## config.mk

```make
export PLATFORM = sky130hd
export DESIGN_NAME = up_down_counter_32
export DESIGN_NICKNAME = d
export VERILOG_FILES = /design/src/rtl/up_down_counter_32.sv
export SDC_FILE = /design/constraint.sdc
export NUM_CORES = 1
export LEC_CHECK = 0
export ABC_AREA = 1
export BUFFER_PORTS_ARGS = -buffer_cell sky130_fd_sc_hd__buf_4
export CAP_MARGIN = 10
export CORE_MARGIN = 1
export CORE_UTILIZATION = 23
export CTS_BUF_LIST = sky130_fd_sc_hd__clkbuf_2
export CTS_CLUSTER_SIZE = 16
export DETAILED_ROUTE_END_ITERATION = 16
export HOLD_SLACK_MARGIN = 0.15
export PLACE_DENSITY = 0.43
export SLEW_MARGIN = 10
export SYNTH_ARGS = -nofsm -noshare
export SYNTH_HDL_FRONTEND = slang
export SYNTH_SLANG_ARGS = --single-unit
```

## constraint.sdc

```tcl
create_clock -name clk -period 1.9 [get_ports clk]
set_clock_uncertainty 0.15 [all_clocks]
set_input_delay 0.19 -clock clk [delete_from_list [all_inputs] [get_ports clk]]
set_output_delay 0.19 -clock clk [all_outputs]
set_load 0.005 [all_outputs]
```

## src/rtl/up_down_counter_32.sv

```systemverilog
// up_down_counter_32: loadable up/down counter with asynchronous active-high reset.
// Every rising edge either loads data, increments or decrements. There is no hold
// state. Arithmetic wraps modulo 2^WIDTH and overflow is not flagged.
module up_down_counter_32 #(
  parameter int WIDTH = 32
) (
  input  logic             clk,
  input  logic             rst,
  input  logic             load,
  input  logic             mode,
  input  logic [WIDTH-1:0] data,
  output logic [WIDTH-1:0] data_out
);

  localparam logic [WIDTH-1:0] ONE = {{(WIDTH-1){1'b0}}, 1'b1};

  // A 1-bit counter cannot be both loadable and meaningfully bidirectional here.
  generate
    if (WIDTH < 2) begin : g_width_check
      $error("up_down_counter_32: WIDTH must be at least 2");
    end
  endgenerate

  logic [WIDTH-1:0] r_count;
  logic [WIDTH-1:0] w_next;

  // Next-count selection: load has priority over direction.
  always_comb begin
    w_next = r_count;
    if (load) begin
      w_next = data;
    end else if (mode) begin
      w_next = r_count + ONE;
    end else begin
      w_next = r_count - ONE;
    end
  end

  // Count register. Reset clears it at once, without waiting for a clock edge.
  always_ff @(posedge clk or posedge rst) begin
    if (rst) begin
      r_count <= '0;
    end else begin
      r_count <= w_next;
    end
  end

  assign data_out = r_count;

endmodule

```

==> impl_metrics.toml <==
[run_status]
status = "complete, but fails checks"
failed_checks = "negative setup slack"

[layout]
nFillCells = 1617
final_cell_area_um2 = 6380
fin_util_pct = 41.8
layout.nets = 906
drive_gt1_share_pct = 38.1
largest_register_ffs = 32
area_growth_pct = 76.6

[drt]
totalWireLength_um = 13200
drc_errors = 0
antenna_left = 0
detail_route.wl_per_cell_um = 12.5
vias = 4436
vias_per_cell = 4.22
drtIter0Drc = 191
first_pass_iters = 4

[worst_hold_path]
whs_endpoint = "data_out[7]$_DFF_PP0_"
min_from = "load"
holdPathStages = 4
hp-class = "in2reg"

[yosys]
synth_xor_area_share_pct = 2.43
ys_seq_elements = 32
synth_compound_area_share_pct = 5.47
synth.net_count = 693
synthAdderAreaFrac_pct = 10.9
avgSynthCellArea_um2 = 5.77
synth_top_area_cell = "nand2_1"
synthCells = 626
synthMuxAreaShare_pct = 0
async_reset_ff_share_pct = 100
seq_area_frac_synth_pct = 22.2
synth.most_common_cell = "nand2_1"
synth_common_cells = "272 x nand2_1, 116 x inv_1, 42 x nand3_1"
synth_top_family_by_area = "simple AND/OR/NAND/NOR gates"
synth_cell_types = 31
ys.warnings.count = 0
synth_area_leaders = "nand2_1 28%, dfrtp_1 22%, inv_1 12%"
yosys.area_share.simple_pct = 45.9
syn_area_um2 = 3610
ys.flop_type = "dfrtp_1"
synth_top_area_share_pct = 28.3
synth-edff-count = 0

[global_route]
grt_pass1_vias = 4122
grt.overflow.total = 0
grt_max_degree = 33
grt_antenna_before_repair = 1
grt_use_total_pct = 16.1
grt_pass1_wl_um = 20300

[critical_path]
crit_chain = "ha_4, nand2_2, inv_2, nand2_2, inv_1, a21oi_2, nand2_2, buf_12, xnor2_2, o21ai_1"
worstSetupPathType = "reg2reg"
worst_path_dominant_cell_family = "flip-flops"
crit_arrival_ns = 2.16
worstPathBufferInverterCount = 3
critPathRequiredTime_ns = 2.07
path_max_fanout = 3
critical_path.reg2reg.endpoint = "data_out[14]$_DFF_PP0_"
slowest_delay_ns = 0.49
worstSetupEndpointType = "register"
start_kind = "register"
r2r-start = "data_out[10]$_DFF_PP0_"
ff2ff_setup_slack_ns = -0.09
critPathMostFrequentCell = "nand2_2"
r2r_cells = 10
slowest_stage = "dfrtp_1"

[power_and_ir_drop]
intPower_mw = 3.67
power_frac_seq_pct = 16.3
power_per_cell_area_nw_per_um2 = 1060
p_sw_mw = 3.09
irDropWorstVdd_v = 0.000511
p_comb_share_pct = 75.9
p_leak_nw = 3.39
p_clk_share_pct = 7.8
total_power_mw = 6.75
switching_share_pct = 45.7

[timing]
tns_ns = -0.458
fin_crit_sh_pct = 105
setup_violations = 12
clock.fmax_mhz = 502
period_minus_slack_ns = 1.99
max_slew_margin_pct = 68.7
setup_slack_ns = -0.0906
drv_slew = 0
hold_viol_final = 0
tightest_slew_ns = 0.469
hold_slack_ns = 0.167
rsz0062_at_grt = "yes"

[floorplanning]
num_rows = 45
io_pins = 68
initial_utilization_pct = 23.7
die_y_um = 127
dieArea_um2 = 16200
core_region_area_um2 = 15300
dieWidth_um = 127

[clocking]
clockRootBuffer = "clkbuf_2"
tritoncts = "built"
clk_latency_ns = 0.45
clk_pin_slew_ns = 0.24
cts_max_level = 2
numCtsBuffers = 5
clockBufferDepth = 2
clock_sinks = 32

[flow_run]
drv_cap = 0

[place]
gpl.final_weighted_congestion = 0.890
hpwl_um = 9920
port_buffers = 67
post_dp_cell_area_um2 = 4950
-- worst max-delay path by stage --
stage	start	endpoint	cells past startpoint
finish	data_out[10]$_DFF_PP0_	data_out[14]$_DFF_PP0_	10
global route	data_out[0]$_DFF_PP0_	data_out[16]$_DFF_PP0_	12
CTS	data_out[16]$_DFF_PP0_	data_out[25]$_DFF_PP0_	10
detailed placement	mode	data_out[25]$_DFF_PP0_	13
global placement	mode	data_out[25]$_DFF_PP0_	13
floorplan	mode	data_out[31]$_DFF_PP0_	11
-- stage by stage --
step           std cells  setup slack (ns)
2_1_floorplan        626            -0.194
3_3_place_gp         975            -0.330
3_5_place_dp         975            -0.310
4_1_cts             1042           -0.0448
5_1_grt             1052            -0.194
6_report            1052           -0.0906
-- power by group through the flow --
stage	sequential (mW)	clock, mW	combinational, mW
after floorplan	1.02	0	2.15
after detailed placement	1.06	0	3.84
after global routing	1.13	0.561	5.60
after CTS	1.08	0.544	4.47
after global placement	1.06	0	3.84
final	1.10	0.526	5.13
-- cell families after synthesis --
group	count (synthesis)
AO/OA/AOI/OAI	36
XOR/XNOR	10
adder cells (fa/ha/maj)	31
buffers and inverters	125
flip-flops	32
AND/OR/NAND/NOR	392
-- area by class of cell --
type / instances / area [µm²] / area share (%)
diodes: 1 / 2.50 / 0.0392
clock buffers: 5 / 25.0 / 0.392
clock inverters: 3 / 37.5 / 0.589
inverters: 118 / 447 / 7.00
multi-input cells: 469 / 3040 / 47.7
flip-flops and latches: 32 / 801 / 12.6
well taps: 211 / 264 / 4.14
repair buffers: 213 / 1760 / 27.6
-- cell usage in the layout (no fill, tap or decap), drive strengths merged --
master	synthesis	routed
nor2	43	43
buf	2	163
clkbuf	5	5
o21ai	11	11
diode	0	1
a21o	1	1
inv	117	116
clkinvlp	0	1
nand2	284	284
fa	1	1
and2	1	1
a21oi	21	21
nand3	48	48
ha	30	30
dfrtp	32	32
nor3	3	3
or2	6	6
bufinv	0	1
dlygate4sd3	0	50
o21bai	3	3
nand4	3	3
xnor2	8	8
clkinv	1	3
xor2	2	2
nand3b	4	4
-- what timing repair did --
item,CTS,global route
resized for setup,60,84
hold buffers,50,0
setup buffers,9,9
hold endpoints to repair,64,0
pin swaps,13,39
setup endpoints to repair,25,27
-- layer usage --
layer | part of all wire (%) | global-route usage, % | vias up
li1 | - | - | 2328
met3 | 3.7 | 1.63 | 15
met4 | 2.0 | 5.53 | 0
met1 | 50 | 22.5 | 2003
met2 | 45 | 25.6 | 90
met5 | 0 | 0 | -
-- worst register-to-register path: stages (launching register included) --
cell and delay, ns:
dfrtp_1 0.49, ha_4 0.28, nand2_2 0.11, inv_2 0.07
nand2_2 0.08, inv_1 0.08, a21oi_2 0.15, nand2_2 0.11
buf_12 0.15, xnor2_2 0.13, o21ai_1 0.07
No activity file was read; power rests on OpenSTA's default activity.
